[src/rtl/subtree_rr_scheduler.sv]
// -----------------------------------------------------------------------------
// subtree_rr_scheduler
//
// Round-robin owner scheduler for one shared resource slot inside a parent
// module. The NUM_REQ child instances of a generated subtree raise req. The
// scheduler hands the slot to exactly one child at a time. That child keeps
// the slot until it strobes its own done bit.
//
// After owner k releases, the priority order is k+1 .. NUM_REQ-1, 0 .. k.
// Because of this order, a requester that keeps its req asserted is served
// once per NUM_REQ grants.
//
// Optional feature (compile-time macro SUBTREE_SCHED_WATCHDOG_EN):
//   A hold watchdog forces a release after MAX_HOLD cycles in GRANT.
//   timeout pulses for one cycle on a forced release.
//   Without the macro no hold counter exists, timeout is always 0 and
//   MAX_HOLD has no effect.
//
// Ports:
//   clk        single clock, rising edge
//   rst        synchronous active-high reset
//   req        per-requester level request
//   done       per-requester release strobe (only the owner's bit matters)
//   gnt        registered one-hot grant
//   gnt_id     index of the current owner (meaningful while busy=1)
//   busy       high while a grant is held
//   grant_cnt  8-bit count of issued grants, wraps 255 -> 0
//   timeout    one-cycle pulse on a watchdog-forced release
// -----------------------------------------------------------------------------
module subtree_rr_scheduler #(
  parameter int NUM_REQ  = 5,
  parameter int ID_W     = $clog2(NUM_REQ),
  parameter int MAX_HOLD = 16
) (
  input  logic               clk,
  input  logic               rst,
  input  logic [NUM_REQ-1:0] req,
  input  logic [NUM_REQ-1:0] done,
  output logic [NUM_REQ-1:0] gnt,
  output logic [ID_W-1:0]    gnt_id,
  output logic               busy,
  output logic [7:0]         grant_cnt,
  output logic               timeout
);

  // Parameter sanity; these blocks elaborate only on a bad configuration.
  if ((NUM_REQ < 2) || (NUM_REQ > 16)) begin : g_bad_num_req
    $error("subtree_rr_scheduler: NUM_REQ must be in 2..16");
  end
  if (MAX_HOLD < 2) begin : g_bad_max_hold
    $error("subtree_rr_scheduler: MAX_HOLD must be >= 2");
  end

  typedef enum logic [0:0] {
    ST_IDLE  = 1'b0,
    ST_GRANT = 1'b1
  } state_t;

  state_t             state_r, state_s;
  logic [NUM_REQ-1:0] gnt_r, gnt_s;
  logic [ID_W-1:0]    gnt_id_r, gnt_id_s;
  logic               busy_r, busy_s;
  logic [7:0]         cnt_r, cnt_s;
  logic               timeout_r, timeout_s;
  logic [ID_W-1:0]    last_r, last_s;

  logic               win_found_s;
  logic [ID_W-1:0]    win_id_s;
  logic [ID_W:0]      cand_s;
  logic               owner_done_s;
  logic               expire_s;

  // Rotating search: the first requester found after last_r, wrapping modulo NUM_REQ.
  // cand_s has one extra bit so that last_r + i cannot overflow before the wrap.
  always_comb begin
    win_found_s = 1'b0;
    win_id_s    = '0;
    cand_s      = '0;
    for (int i = 1; i <= NUM_REQ; i++) begin
      cand_s = {1'b0, last_r} + (ID_W+1)'(i);
      if (cand_s >= (ID_W+1)'(NUM_REQ)) begin
        cand_s = cand_s - (ID_W+1)'(NUM_REQ);
      end else begin
        cand_s = cand_s;
      end
      if (!win_found_s && req[cand_s[ID_W-1:0]]) begin
        win_found_s = 1'b1;
        win_id_s    = cand_s[ID_W-1:0];
      end else begin
        win_found_s = win_found_s;
      end
    end
  end

  // Only the current owner's done bit can release the slot.
  assign owner_done_s = done[gnt_id_r];

`ifdef SUBTREE_SCHED_WATCHDOG_EN
  localparam int HOLD_W = $clog2(MAX_HOLD);

  logic [HOLD_W-1:0] hold_r;

  // Hold counter: zero while idle, so it reads 0 in the first GRANT cycle.
  always_ff @(posedge clk) begin
    if (rst) begin
      hold_r <= '0;
    end else if (state_r == ST_IDLE) begin
      hold_r <= '0;
    end else begin
      hold_r <= hold_r + HOLD_W'(1);
    end
  end

  assign expire_s = (hold_r == HOLD_W'(MAX_HOLD - 1));
`else
  assign expire_s = 1'b0;
`endif

  // Next-state and next-output logic.
  always_comb begin
    state_s   = state_r;
    gnt_s     = gnt_r;
    gnt_id_s  = gnt_id_r;
    busy_s    = busy_r;
    cnt_s     = cnt_r;
    last_s    = last_r;
    timeout_s = 1'b0;
    case (state_r)
      ST_IDLE: begin
        if (win_found_s) begin
          state_s  = ST_GRANT;
          gnt_s    = {{(NUM_REQ-1){1'b0}}, 1'b1} << win_id_s;
          gnt_id_s = win_id_s;
          busy_s   = 1'b1;
          last_s   = win_id_s;
          cnt_s    = cnt_r + 8'd1;
        end else begin
          gnt_s  = '0;
          busy_s = 1'b0;
        end
      end
      ST_GRANT: begin
        // A done on the expiry edge counts as a normal release, so it is checked first.
        if (owner_done_s) begin
          state_s = ST_IDLE;
          gnt_s   = '0;
          busy_s  = 1'b0;
        end else if (expire_s) begin
          state_s   = ST_IDLE;
          gnt_s     = '0;
          busy_s    = 1'b0;
          timeout_s = 1'b1;
        end else begin
          state_s = ST_GRANT;
        end
      end
      default: begin
        state_s = ST_IDLE;
        gnt_s   = '0;
        busy_s  = 1'b0;
      end
    endcase
  end

  // State and registered outputs. Reset sets last_r to NUM_REQ-1 so that requester 0 wins first.
  always_ff @(posedge clk) begin
    if (rst) begin
      state_r   <= ST_IDLE;
      gnt_r     <= '0;
      gnt_id_r  <= '0;
      busy_r    <= 1'b0;
      cnt_r     <= 8'd0;
      timeout_r <= 1'b0;
      last_r    <= ID_W'(NUM_REQ - 1);
    end else begin
      state_r   <= state_s;
      gnt_r     <= gnt_s;
      gnt_id_r  <= gnt_id_s;
      busy_r    <= busy_s;
      cnt_r     <= cnt_s;
      timeout_r <= timeout_s;
      last_r    <= last_s;
    end
  end

  assign gnt       = gnt_r;
  assign gnt_id    = gnt_id_r;
  assign busy      = busy_r;
  assign grant_cnt = cnt_r;
  assign timeout   = timeout_r;

endmodule

[config.mk]
export PLATFORM = sky130hd
export DESIGN_NAME = subtree_rr_scheduler
export DESIGN_NICKNAME = d
export VERILOG_FILES = /design/src/rtl/subtree_rr_scheduler.sv
export SDC_FILE = /design/constraint.sdc
export NUM_CORES = 1
export LEC_CHECK = 0
export ABC_CLOCK_PERIOD_IN_PS = 6900
export CORE_ASPECT_RATIO = 0.9
export CORE_MARGIN = 3
export CORE_UTILIZATION = 50
export CTS_BUF_LIST = sky130_fd_sc_hd__clkbuf_4 sky130_fd_sc_hd__clkbuf_8
export DETAILED_ROUTE_END_ITERATION = 12
export PLACE_DENSITY_LB_ADDON = 0.25
export SLEW_MARGIN = 40
export SYNTH_ARGS = -nofsm -noshare
export SYNTH_HDL_FRONTEND = slang
export SYNTH_SLANG_ARGS = --single-unit
[constraint.sdc]
create_clock -name clk -period 6.9 [get_ports clk]
set_input_delay 1.38 -clock clk [delete_from_list [all_inputs] [get_ports clk]]
set_output_delay 1.38 -clock clk [all_outputs]
set_load 0.02 [all_outputs]
* Word level (Yosys, flattened, before mapping)
Cells that the tools add are included.
** Cells by class
- Add/subtract/negate cells :: 11
- Multiply operators :: 0
- Div/mod/pow operators :: 0
- Magnitude comparators :: 11
- Equality and inequality tests :: 1
- Shift operators :: 1
- Multiplexer cells :: 35
- Bitwise logic cells :: 1
- Reductions and logical operators :: 9
** Operators with widths (number)
- $mux W3 :: 10
- $lt A3 B4 Y1 const B :: 6
- $ge A4 B3 Y1 const B :: 5
- $bmux W1 S3 :: 6
- $sub A3 B3 Y3 const B :: 5
- $mux W1 :: 14
- $mux W5 :: 2
- $pmux W5 S2 :: 1
- $add A3 B2 Y4 const B :: 2
- $add A3 B3 Y4 const B :: 2
- $add A8 B1 Y8 const B :: 1
- $shl A1 B3 Y5 const A :: 1
- $add A3 B1 Y4 const B :: 1
- $logic_and A1 B1 Y1 :: 4
- $logic_not A1 Y1 :: 4
- $pmux W1 S2 :: 2
- $ne A2 B1 Y1 const B :: 1
- $reduce_and A2 Y1 :: 1
- $not A1 Y1 :: 1
** Storage, ports and cells
- Register bits :: 21
- Bits in latches :: 0
- Bits in writable memories :: 0
- ROM bits :: 0
- Input port bits :: 12
- Output and inout port bits :: 18
- Logic and storage cells :: 75
- Memories kept :: 0

* Longest topological paths before layout
- Depth after elaboration :: 21
- Mapped depth :: 16
- Depth with buffers taken out :: 13

* Least setup slack after synthesis
Ideal clock, no wire load.
- Path kind :: input to register
- Start point :: in req[3]
- End point :: reg cnt_r[6], in the netlist grant_cnt[6]
- Setup time :: 0.128 ns
- Data arrival time :: 3.077 ns
- Data required time :: 6.772 ns
- Slack :: 3.696 ns
- Stages on the path :: 9
- Path buffers :: 1
- Path through :: clkbuf_1 a221oi_1 a21oi_1 mux2_4 nor3_2 a41oi_1 nand4_1 xor2_1 nor2_1
** On the way
- Longest elaborated chain between the ends :: 16
- Elaborated cells on any way between the ends :: 24
- Those cells by class :: mux (15); reduce/logical (9)
** RTL lines
- start: declaration :: RTL line 37 : input logic [NUM_REQ-1:0] req,
- $bmux W1 S3 :: RTL line 86 : if (!win_found_s && req[cand_s[ID_W-1:0]]) begin
- $mux W1 (not written as such) :: RTL line 86
- $mux W1 :: RTL line 86
- $logic_not A1 Y1 :: RTL line 86
- $logic_and A1 B1 Y1 :: RTL line 86
- $mux W1 :: RTL line 86
- $logic_not A1 Y1 :: RTL line 86
- $logic_and A1 B1 Y1 :: RTL line 86
- $mux W1 :: RTL line 86
- $logic_not A1 Y1 :: RTL line 86
- $logic_and A1 B1 Y1 :: RTL line 86
- $mux W1 :: RTL line 86
- $logic_not A1 Y1 :: RTL line 86
- $logic_and A1 B1 Y1 :: RTL line 86
- $mux W1 (*) :: RTL line 86
- $reduce_and A2 Y1 (no source line) (*)
- end signal: assignment :: RTL line 180 : cnt_r <= cnt_s;
- end: declaration :: RTL line 63 : logic [7:0] cnt_r, cnt_s;
Every way passes the cells marked *; elsewhere a longest branch is shown, timed or not. The select of a mux whose other input is x is not followed.
A chain may end at the register's enable or synchronous reset.

==> metrics.txt <==
# TYPE chip_impl_metric gauge
chip_impl_metric{name="yosys-mux-area-fraction",unit="%"} 4.12
chip_impl_metric{name="cts_made_buffers",unit=""} 3
chip_impl_metric{name="chipHeight",unit="um"} 64.7
chip_impl_metric{name="drv_slew",unit=""} 0
chip_impl_metric{name="layout.core_utilization",unit="%"} 62.6
chip_impl_metric{name="drv.max_cap_violation_count",unit=""} 0
chip_impl_metric{name="int_pwr",unit="uW"} 537
chip_impl_metric{name="power.static_leakage",unit="nW"} 0.810
chip_impl_metric{name="synthXorXnorAreaFrac",unit="%"} 4.58
chip_impl_metric{name="tightest_slew",unit="ns"} 0.682
chip_impl_info{name="cts_tree",value="built"} 1
chip_impl_metric{name="final_cell_area",unit="mm^2"} 0.00221
chip_impl_metric{name="netlist_area",unit="mm^2"} 0.00191
chip_impl_metric{name="synth-simple-area-share",unit="%"} 27.1
chip_impl_metric{name="wire_per_inst",unit="um"} 15.2
chip_impl_metric{name="grt_start_max_net_pins",unit=""} 32
chip_impl_metric{name="post_synth_fa_ha_maj_area_fraction",unit="%"} 8.24
chip_impl_metric{name="grt_first_pass_wirelength",unit="mm"} 8.20
chip_impl_info{name="outcome",value="finished clean"} 1
chip_impl_metric{name="hold_viol",unit=""} 0
chip_impl_metric{name="worst-endpoint-required",unit="ns"} 7.08
chip_impl_metric{name="antenna_found_initial",unit=""} 0
chip_impl_metric{name="post-route-min-period",unit="ns"} 3.90
chip_impl_info{name="r2r-start",value="gnt_id[1]$_SDFFE_PP0P_"} 1
chip_impl_metric{name="routed_via_density",unit=""} 6.22
chip_impl_metric{name="via_count",unit=""} 1915
chip_impl_metric{name="crit_fanout",unit=""} 17
chip_impl_metric{name="numClockSinks",unit=""} 19
chip_impl_metric{name="drt_drc_violations_left",unit=""} 0
chip_impl_info{name="min-delay-start",value="gnt[2]$_SDFFE_PP0P_"} 1
chip_impl_metric{name="slew_headroom",unit="%"} 53.9
chip_impl_metric{name="vias_in_the_first_global_route",unit=""} 1733
chip_impl_metric{name="cts_post_setup_buffers_inserted",unit=""} 0
chip_impl_metric{name="num_rows",unit=""} 20
chip_impl_info{name="synth_area_leader_cell",value="sky130_fd_sc_hd__dfxtp_1"} 1
chip_impl_metric{name="gr-usage-all-layers",unit="%"} 21.6
chip_impl_metric{name="fin_crit_sh",unit="%"} 56.5
chip_impl_metric{name="syn_to_final_growth",unit="%"} 15.4
chip_impl_metric{name="route.antenna.remaining_nets",unit=""} 0
chip_impl_metric{name="fin_skew",unit="ns"} 0.00327
chip_impl_metric{name="dr.pass1.iters",unit=""} 6
chip_impl_metric{name="ys_seq_elements",unit=""} 19
chip_impl_metric{name="drtIter0Drc",unit=""} 151
chip_impl_metric{name="final_layout_size_suffix_gt1_share",unit="%"} 9.85
chip_impl_metric{name="dpl-instance-area",unit="mm^2"} 0.00216
chip_impl_metric{name="gp_congestion",unit=""} 0.946
chip_impl_metric{name="diodes",unit=""} 0
chip_impl_metric{name="synth_edf_count",unit=""} 0
chip_impl_metric{name="multi_input_comb_area",unit="mm^2"} 0.00139
chip_impl_metric{name="per_instance_average_area_after_synthesis",unit="um^2"} 7.75
chip_impl_info{name="clockRootBuffer",value="sky130_fd_sc_hd__clkbuf_8"} 1
chip_impl_metric{name="power.share.clock",unit="%"} 6.9
chip_impl_metric{name="nets",unit=""} 289
chip_impl_info{name="synthFlopType",value="sky130_fd_sc_hd__dfxtp_1"} 1
chip_impl_metric{name="synth.yosys.warnings",unit=""} 0
chip_impl_info{name="cp-end-kind",value="register"} 1
chip_impl_metric{name="total_power",unit="mW"} 1.14
chip_impl_info{name="dominant_combinational_cell_family_by_area_after_synthesis",value="compound AO/OA/AOI/OAI gates"} 1
chip_impl_info{name="grt_setup_unrepaired",value="no"} 1
chip_impl_metric{name="fillCellCount",unit=""} 313
chip_impl_metric{name="data_arrival_at_the_endpoint_of_the_critical_path",unit="ns"} 4.07
chip_impl_metric{name="setup-tns-final",unit="ns"} 0
chip_impl_metric{name="seq_area",unit="um^2"} 380
chip_impl_metric{name="pwr_density_cell",unit="mW/mm^2"} 516
chip_impl_info{name="netlist_top_cells_area",value="sky130_fd_sc_hd__dfxtp_1 20%, sky130_fd_sc_hd__ha_1 7.2%, sky130_fd_sc_hd__nand2_1 5.3%"} 1
chip_impl_metric{name="grt.overflow.total",unit=""} 0
chip_impl_metric{name="hpwlAfterDp",unit="mm"} 3.45
chip_impl_metric{name="core-area",unit="mm^2"} 0.00353
chip_impl_metric{name="power_frac_comb",unit="%"} 77.5
chip_impl_info{name="crit_path_start_kind",value="register"} 1
chip_impl_info{name="startpoint",value="gnt_id[1]$_SDFFE_PP0P_"} 1
chip_impl_metric{name="async_reset_ff_share",unit="%"} 0
chip_impl_metric{name="post_synth_inst_count",unit=""} 247
chip_impl_metric{name="postSynthNetCount",unit=""} 271
chip_impl_metric{name="dp_worst_setup_slack",unit="ns"} 2.96
chip_impl_metric{name="h_tree_lvls",unit=""} 1
chip_impl_info{name="criticalPathCategory",value="reg -> reg"} 1
chip_impl_metric{name="pwr-share-seq",unit="%"} 15.6
chip_impl_metric{name="ctsHoldBuffers",unit=""} 0
chip_impl_metric{name="clk_latency",unit="ns"} 0.25
chip_impl_metric{name="setup_ws",unit="ns"} 3.00
chip_impl_metric{name="ios",unit=""} 30
chip_impl_metric{name="port_buffers",unit=""} 28
chip_impl_metric{name="ys_types",unit=""} 70
chip_impl_metric{name="endpoints_failing_setup",unit=""} 0
chip_impl_metric{name="switching_power",unit="uW"} 602
chip_impl_metric{name="dieWidth",unit="um"} 71.2
chip_impl_info{name="timing.hold.worst.class",value="reg -> reg"} 1
chip_impl_metric{name="synth_seq_area_share",unit="%"} 19.9
chip_impl_metric{name="synth-compound-area-share",unit="%"} 28.4
chip_impl_info{name="final_cell_mix",value="28 x sky130_fd_sc_hd__clkdlybuf4s50_1, 27 x sky130_fd_sc_hd__nand2_1, 19 x sky130_fd_sc_hd__nor2_1, 19 x sky130_fd_sc_hd__dfxtp_1, 18 x sky130_fd_sc_hd__a21oi_1"} 1
chip_impl_metric{name="synth_top_cell_area_share",unit="%"} 19.9
chip_impl_metric{name="fp.dieArea",unit="mm^2"} 0.00461
chip_impl_info{name="final_common_cell",value="sky130_fd_sc_hd__clkdlybuf4s50_1"} 1
chip_impl_metric{name="maximum_vdd_drop",unit="mV"} 0.308
chip_impl_metric{name="number_of_gates_resized_after_cts",unit=""} 0
chip_impl_metric{name="start_util",unit="%"} 54.2
chip_impl_metric{name="postRouteWirelength",unit="mm"} 4.68
chip_impl_metric{name="fmaxAchievable",unit="MHz"} 257
chip_impl_metric{name="clk_pin_slew_worst_paths",unit="ns"} 0.07
chip_impl_metric{name="clock_tree.buffer_depth",unit=""} 2
chip_impl_metric{name="swShare",unit="%"} 52.9
## kinds of logic after synthesis
family                     count (synthesis)
xor gates and xnor gates                  10
and+or+nand+nor                          100
buffers and inverters                     28
muxes                                      6
adders and majority gates                 12
other                                      1
AOI/OAI and AO/OA                         71
DFF                                       19
## worst paths after layout
kind / cells past startpoint / slack (ns) / to
max: 9 / 3.00 / gnt_id[0]$_SDFFE_PP0P_
min: 2 / 0.46 / gnt[2]$_SDFFE_PP0P_
max reg2reg: 9 / 3.00 / gnt_id[0]$_SDFFE_PP0P_
min reg2reg: 2 / 0.46 / gnt[2]$_SDFFE_PP0P_
## power groups by stage
stage                     registers [mW]  clock network [mW]  logic [mW]
after floorplan                    0.185                   0       0.695
after global placement             0.179                   0       0.856
after detailed placement           0.179                   0       0.865
after CTS                          0.178              0.0807       0.870
after global routing               0.185              0.0874       0.976
final                              0.177              0.0784       0.883
## cells in the mapped netlist (4+ instances only)
cell type / count
sky130_fd_sc_hd__o31ai_1: 4
sky130_fd_sc_hd__nand3_1: 11
sky130_fd_sc_hd__buf_2: 4
sky130_fd_sc_hd__buf_4: 6
sky130_fd_sc_hd__clkbuf_1: 4
sky130_fd_sc_hd__inv_1: 10
sky130_fd_sc_hd__dfxtp_1: 19
sky130_fd_sc_hd__o21ai_0: 8
sky130_fd_sc_hd__nor2_1: 19
sky130_fd_sc_hd__nand2b_1: 7
sky130_fd_sc_hd__ha_1: 11
sky130_fd_sc_hd__nor3_1: 8
sky130_fd_sc_hd__nand4_1: 4
sky130_fd_sc_hd__nand2_1: 27
sky130_fd_sc_hd__or3_1: 4
sky130_fd_sc_hd__xnor2_1: 7
sky130_fd_sc_hd__a21oi_1: 18
## sequential cells by signal, summed over array words and instances (netlist names)
register,cells
grant_cnt,8
gnt,5
gnt_id,3
busy,1
last_r,1
state_r,1
## metrics by stage
stage,cells,hold slack [ns]
2_1_floorplan,247,0.530
3_3_place_gp,304,0.452
3_5_place_dp,304,0.450
4_1_cts,308,0.465
5_1_grt,308,0.478
6_report,308,0.461
## worst max-delay path, stage by stage (launching register included)
cell	delay, ns
sky130_fd_sc_hd__dfxtp_1	0.67
sky130_fd_sc_hd__inv_1	0.34
sky130_fd_sc_hd__ha_1	0.77
sky130_fd_sc_hd__o21ai_0	0.29
sky130_fd_sc_hd__a221oi_1	0.43
sky130_fd_sc_hd__a31o_2	0.19
sky130_fd_sc_hd__nor3_1	0.08
sky130_fd_sc_hd__a41o_2	0.40
sky130_fd_sc_hd__o41ai_1	0.46
sky130_fd_sc_hd__nor2b_1	0.17
## layer usage
| layer | wire length, um | vias to the layer above | global-route usage (%) |
|---|---|---|---|
| met5 | 0 | - | 0 |
| met4 | 43 | 0 | 5.16 |
| met3 | 401 | 8 | 4.96 |
| met2 | 1960 | 85 | 30.0 |
| met1 | 2280 | 888 | 33.1 |
| li1 | - | 934 | - |
## cell type report
cell class	instances	share of cell area, %
flip-flops and latches	19	17.2
inverters	12	2.04
multi-input cells	200	63.0
repair buffers	29	13.0
well taps	44	2.49
clock buffers	4	2.21
No activity file was read; power rests on OpenSTA's default activity.
